### src/rtl/lsu_pkg.sv
// Shared types, funct3 encodings and store-side helpers for the memory-stage LSU.
package lsu_pkg;

  typedef enum logic [1:0] {
    IDLE = 2'd0,
    BUSY = 2'd1,
    DONE = 2'd2
  } lsu_state_t;

  localparam logic [2:0] F3_B  = 3'b000;
  localparam logic [2:0] F3_H  = 3'b001;
  localparam logic [2:0] F3_W  = 3'b010;
  localparam logic [2:0] F3_BU = 3'b100;
  localparam logic [2:0] F3_HU = 3'b101;

  // Illegal size or an address not aligned to the access size.
  function automatic logic access_fault(input logic       is_load,
                                        input logic       is_store,
                                        input logic [2:0] f3,
                                        input logic [1:0] off);
    logic legal;
    logic bad_align;
    case (f3)
      F3_B, F3_H, F3_W: legal = 1'b1;
      F3_BU, F3_HU:     legal = is_load;
      default:          legal = 1'b0;
    endcase
    bad_align = ((f3[1:0] == 2'b01) && off[0]) ||
                ((f3[1:0] == 2'b10) && (off != 2'b00));
    return (is_load | is_store) & (~legal | bad_align);
  endfunction

  function automatic logic [3:0] store_strb(input logic [2:0] f3,
                                            input logic [1:0] off);
    logic [3:0] strb;
    case (f3)
      F3_B:    strb = 4'b0001 << off;
      F3_H:    strb = 4'b0011 << {off[1], 1'b0};
      F3_W:    strb = 4'b1111;
      default: strb = 4'b0000;
    endcase
    return strb;
  endfunction

  // Replicate the store operand across lanes so any strobe pattern picks it up.
  function automatic logic [31:0] store_data(input logic [2:0]  f3,
                                             input logic [31:0] wd);
    logic [31:0] d;
    case (f3)
      F3_B:    d = {4{wd[7:0]}};
      F3_H:    d = {2{wd[15:0]}};
      default: d = wd;
    endcase
    return d;
  endfunction

endpackage

### src/rtl/load_extend.sv
// Selects the addressed byte/half of a read word and sign/zero extends it.
module load_extend
  import lsu_pkg::*;
(
  input  logic [31:0] rdata,
  input  logic [1:0]  offset,
  input  logic [2:0]  funct3,
  output logic [31:0] data
);

  logic        [7:0]  byte_sel;
  logic        [15:0] half_sel;
  logic signed [7:0]  byte_s;
  logic signed [15:0] half_s;

  always_comb begin
    byte_sel = rdata[{offset, 3'b000} +: 8];
    half_sel = offset[1] ? rdata[31:16] : rdata[15:0];
    byte_s   = signed'(byte_sel);
    half_s   = signed'(half_sel);
    data     = rdata;
    case (funct3)
      F3_B:    data = 32'(byte_s);
      F3_BU:   data = {24'b0, byte_sel};
      F3_H:    data = 32'(half_s);
      F3_HU:   data = {16'b0, half_sel};
      default: data = rdata;
    endcase
  end

endmodule

### src/rtl/mem_stage_lsu.sv
// M-stage load/store unit: one req/ack data-memory access at a time, with
// pipeline stall, misalignment detection and a bus timeout.
module mem_stage_lsu
  import lsu_pkg::*;
#(
  parameter int TIMEOUT = 16
) (
  input  logic        clk,
  input  logic        reset,
  input  logic        MemReadM,
  input  logic        MemWriteM,
  input  logic [2:0]  funct3M,
  input  logic [31:0] ALUResultM,
  input  logic [31:0] WriteDataM,
  output logic [31:0] ReadDataM,
  output logic        StallM,
  output logic        MisalignM,
  output logic        BusErrM,
  output logic        mem_req,
  output logic        mem_we,
  output logic [31:0] mem_addr,
  output logic [31:0] mem_wdata,
  output logic [3:0]  mem_wstrb,
  input  logic        mem_ack,
  input  logic [31:0] mem_rdata
);

  localparam int CW = $clog2(TIMEOUT) + 1;
  localparam logic [CW-1:0] CNT_LAST = CW'(TIMEOUT - 1);
  localparam logic [CW-1:0] CNT_MAX  = {CW{1'b1}};

  lsu_state_t    state_q, state_d;
  logic [CW-1:0] cnt_q, cnt_d;
  logic          req_q, req_d;
  logic          we_q, we_d;
  logic [31:0]   addr_q, addr_d;
  logic [31:0]   wdata_q, wdata_d;
  logic [3:0]    wstrb_q, wstrb_d;
  logic [31:0]   rdata_q, rdata_d;
  logic          buserr_q, buserr_d;
  logic [1:0]    off_q, off_d;
  logic [2:0]    f3_q, f3_d;

  logic          op;
  logic          misalign;
  logic [31:0]   load_fmt;

  assign op       = MemReadM | MemWriteM;
  assign misalign = access_fault(MemReadM, MemWriteM, funct3M, ALUResultM[1:0]);

  load_extend u_load_extend (
    .rdata  (mem_rdata),
    .offset (off_q),
    .funct3 (f3_q),
    .data   (load_fmt)
  );

  always_ff @(posedge clk or posedge reset) begin
    if (reset) begin
      state_q  <= IDLE;
      cnt_q    <= '0;
      req_q    <= 1'b0;
      we_q     <= 1'b0;
      addr_q   <= '0;
      wdata_q  <= '0;
      wstrb_q  <= '0;
      rdata_q  <= '0;
      buserr_q <= 1'b0;
      off_q    <= '0;
      f3_q     <= '0;
    end else begin
      state_q  <= state_d;
      cnt_q    <= cnt_d;
      req_q    <= req_d;
      we_q     <= we_d;
      addr_q   <= addr_d;
      wdata_q  <= wdata_d;
      wstrb_q  <= wstrb_d;
      rdata_q  <= rdata_d;
      buserr_q <= buserr_d;
      off_q    <= off_d;
      f3_q     <= f3_d;
    end
  end

  always_comb begin
    state_d  = state_q;
    cnt_d    = cnt_q;
    req_d    = req_q;
    we_d     = we_q;
    addr_d   = addr_q;
    wdata_d  = wdata_q;
    wstrb_d  = wstrb_q;
    rdata_d  = rdata_q;
    buserr_d = buserr_q;
    off_d    = off_q;
    f3_d     = f3_q;
    case (state_q)
      IDLE: begin
        if (op && !misalign) begin
          state_d = BUSY;
          cnt_d   = '0;
          req_d   = 1'b1;
          we_d    = MemWriteM;
          addr_d  = {ALUResultM[31:2], 2'b00};
          wstrb_d = MemWriteM ? store_strb(funct3M, ALUResultM[1:0]) : 4'b0000;
          wdata_d = store_data(funct3M, WriteDataM);
          off_d   = ALUResultM[1:0];
          f3_d    = funct3M;
        end
      end
      BUSY: begin
        cnt_d = (cnt_q == CNT_MAX) ? cnt_q : cnt_q + 1'b1;
        // An ack in the timeout cycle still completes the access normally.
        if (mem_ack) begin
          state_d  = DONE;
          req_d    = 1'b0;
          buserr_d = 1'b0;
          if (!we_q) rdata_d = load_fmt;
        end else if (cnt_q >= CNT_LAST) begin
          state_d  = DONE;
          req_d    = 1'b0;
          buserr_d = 1'b1;
          rdata_d  = '0;
        end
      end
      DONE: begin
        state_d  = IDLE;
        buserr_d = 1'b0;
      end
      default: state_d = IDLE;
    endcase
  end

  assign StallM    = op & ~misalign & (state_q != DONE);
  assign MisalignM = misalign;
  assign ReadDataM = rdata_q;
  assign BusErrM   = buserr_q;
  assign mem_req   = req_q;
  assign mem_we    = we_q;
  assign mem_addr  = addr_q;
  assign mem_wdata = wdata_q;
  assign mem_wstrb = wstrb_q;

endmodule

### config.mk
export PLATFORM = sky130hd
export DESIGN_NAME = mem_stage_lsu
export DESIGN_NICKNAME = d
export VERILOG_FILES = /design/src/rtl/lsu_pkg.sv /design/src/rtl/load_extend.sv /design/src/rtl/mem_stage_lsu.sv
export SDC_FILE = /design/constraint.sdc
export NUM_CORES = 1
export LEC_CHECK = 0
export ABC_CLOCK_PERIOD_IN_PS = 4600
export CAP_MARGIN = 20
export CORE_MARGIN = 1.5
export CORE_UTILIZATION = 45
export DETAILED_ROUTE_END_ITERATION = 10
export PLACE_DENSITY = 0.79
export SYNTH_ARGS = -nofsm -noshare
export SYNTH_HDL_FRONTEND = slang
export SYNTH_SLANG_ARGS = --single-unit
### constraint.sdc
create_clock -name clk -period 4.6 [get_ports clk]
set_input_delay 0.92 -clock clk [delete_from_list [all_inputs] [get_ports clk]]
set_output_delay 0.92 -clock clk [all_outputs]
set_load 0.03 [all_outputs]
==> results.sh <==
export IMPL_status="completed"
export IMPL_crit_buf_inv=2
export IMPL_core_area_mm2=0.0126
export IMPL_synth_seq_area_share=0.490
export IMPL_dpl_hpwl_mm=11.6
export IMPL_worst_pin_slew_ns=1.11
export IMPL_diodes=0
export IMPL_fillers=930
export IMPL_ctsHoldBuffers=0
export IMPL_syn_to_final_growth_pct=45.9
export IMPL_max_stage_delay_ns=0.74
export IMPL_cp_top_family="buffers and inverters"
export IMPL_synth_seq_cells=113
export IMPL_die_area_mm2=0.0135
export IMPL_utilization=0.670
export IMPL_setup_viol=0
export IMPL_critical_path_class="primary input to output pin"
export IMPL_routed_via_count=4806
export IMPL_final_seq_area_mm2=0.00283
export IMPL_fp_dieH_um=116
export IMPL_stdcell_count=875
export IMPL_crit_chain="clkdlybuf4s50_1 > nor4_4 > a21oi_1 > nor3_1 > clkdlybuf4s50_1"
export IMPL_p_leak_nw=3.57
export IMPL_drc_errors=0
export IMPL_crit_path_end_kind="output pin"
export IMPL_slew_headroom=0.263
export IMPL_drv_cap=0
export IMPL_ir_drop_mv=0.415
export IMPL_cts_max_path_buffers=2
export IMPL_grt_start_max_net_pins=82
export IMPL_core_rowCount=41
export IMPL_crit_top_cell="clkdlybuf4s50_1"
export IMPL_hold_path_class="flop to flop"
export IMPL_timing_final_crit_share=0.832
export IMPL_firstDrtPassIters=4
export IMPL_htreeDepth=4
export IMPL_post_route_min_period_ns=3.83
export IMPL_synthArstFlopShare=1.00
export IMPL_slew_viol_final=0
export IMPL_final_setup_skew_ns=0.0108
export IMPL_cts_sinks=113
export IMPL_die_w_um=116
export IMPL_post_cts_buffers=0
export IMPL_worstSkewPairLatency_ns=0.41
export IMPL_hold_viol=0
export IMPL_synth_main_ff_cell="dfrtp_1"
export IMPL_grt_pass1_vias=4905
export IMPL_numCtsBuffers=17
export IMPL_drive_gt1_frac=0.181
export IMPL_ant_nets=0
export IMPL_clk_pin_slew_ns=0.04
export IMPL_multiInputGateArea_mm2=0.00264
export IMPL_start_util=0.459
export IMPL_vias_per_cell=5.49
export IMPL_postSynthAreaPerCell_um2=11.6
export IMPL_io_pins=209
export IMPL_cp_arrival_ns=2.91
export IMPL_synth_warnings=0
export IMPL_cp_required_ns=3.68
export IMPL_cts_root_buf="clkbuf_16"
export IMPL_numPlacedInstances=846
export IMPL_max_freq_mhz=261
export IMPL_cts_resized=0
export IMPL_cts_tree="done"
export IMPL_grt_pass1_wl_mm=25.6
export IMPL_nNetsFinal=801
export IMPL_synth_distinct_cells=52
export IMPL_p_per_area_mw_per_mm2=682
export IMPL_synth_edf_count=0
export IMPL_numPortBuffers=206
export IMPL_finalPower_mw=5.74
export IMPL_grt_antenna_before_repair=0
export IMPL_grt_use_total=0.251
export IMPL_wl_per_cell_um=18.9
export IMPL_synthCells=496
export IMPL_cp_slowest_cell="clkdlybuf4s50_1"
export IMPL_tns_ns=0
export IMPL_cp_start_kind="primary input"
export IMPL_dr_first_iter_drc_count=401
export IMPL_rsz0062_at_grt="no"
export IMPL_syn_area_mm2=0.00577
export IMPL_crit_fanout=7
export IMPL_gp_congestion=0.904
export IMPL_wl_mm=16.6
export IMPL_grt_remaining_overflow=0
path summary, 6_finish.rpt:
check / startpoint / to / slack, ns / cells after the start
hold / removal: ReadDataM[20] / ReadDataM[20] / 0.48 / 2
setup / recovery: funct3M[0] / StallM / 0.77 / 5
min in group asynchronous: reset / mem_addr[21] / 0.77 / 2
max in group asynchronous: reset / ReadDataM[20] / 2.90 / 4
setup reg to reg: cnt_q[0] / ReadDataM[16] / 1.88 / 8
hold reg to reg: ReadDataM[20] / ReadDataM[20] / 0.48 / 2
metal layers:
metal | track usage | vias to the layer above | wire length [µm]
li1 | - | 2199 | -
met1 | 0.302 | 2348 | 6730
met2 | 0.404 | 228 | 7770
met3 | 0.0991 | 31 | 1700
met4 | 0.106 | 0 | 378
met5 | 0 | - | 0
layout make-up:
class,count,area share
clock buffer,21,0.0558
tap,172,0.0255
inverter,15,0.00698
timing repair buffer,214,0.256
multi-input combinational,333,0.313
clock inverter,7,0.00743
sequential,113,0.336
synth_stat cells (8+ instances only):
master | number | share of area
dfrtp_1 | 113 | 0.49
mux2_2 | 47 | 0.092
nand2_1 | 42 | 0.027
a21oi_1 | 35 | 0.030
mux2_4 | 35 | 0.091
nor2_1 | 30 | 0.020
o31ai_1 | 21 | 0.027
mux2i_1 | 19 | 0.033
o21ai_0 | 18 | 0.016
inv_1 | 14 | 0.0091
clkbuf_1 | 13 | 0.0085
buf_2 | 9 | 0.0078
a221o_1 | 8 | 0.014
nand2b_1 | 8 | 0.0087
cells in the final DEF (no fill, tap or decap), types with 2 or more instances in the layout:
cell             instances
clkdlybuf4s50_1        206
dfrtp_1                113
mux2_2                  47
nand2_1                 42
a21oi_1                 35
mux2_4                  35
nor2_1                  30
o31ai_1                 21
mux2i_1                 19
o21ai_0                 18
clkbuf_16               17
inv_1                   13
nand2b_1                 8
a221o_1                  8
nand3_1                  6
o22ai_1                  6
a2bb2oi_1                6
buf_4                    6
o2bb2ai_1                5
clkinv_2                 5
nor2b_1                  4
nor3_1                   3
and3_1                   3
ha_1                     3
clkbuf_8                 3
a21o_1                   2
a32o_1                   2
or3_1                    2
nor3_2                   2
a22oi_1                  2
a2111oi_0                2
o311ai_0                 2
a32oi_1                  2
conb_1                   2
logic make-up after synthesis:
family          count (synthesis)  share of synthesized area
compound gates                117                      0.138
flops                         113                      0.490
simple gates                  109                     0.0912
mux                           102                      0.220
buf+inv                        51                     0.0542
fa+ha+maj                       3                    0.00650
other cells                     1                   0.000650
stage by stage:
step	setup slack, ns	hold slack [ns]	cell area (µm²)
global route	0.668	0.510	8430
detailed placement	0.779	0.469	7870
floorplan	0.693	0.509	5780
CTS	0.764	0.479	8400
finish	0.773	0.476	8430
global placement	0.802	0.462	7870
flip-flops by register name, indices dropped and copies added (netlist names):
register	cells
off_q	2
mem_addr	30
BusErrM	1
f3_q	3
state_q	2
cnt_q	5
mem_req	1
mem_we	1
mem_wstrb	4
mem_wdata	32
ReadDataM	32
worst min-delay path: stages, from the launching register on:
cell	delay, ns
dfrtp_1	0.34
nand2_1	0.05
o31ai_1	0.05
power breakdown:
part	internal (mW)	switching, mW	leakage (nW)
clock network	0.765	0.428	0.266
logic	1.29	1.51	1.91
registers	1.41	0.343	1.39
total	3.46	2.28	3.57
No activity file was read; power rests on OpenSTA's default activity.
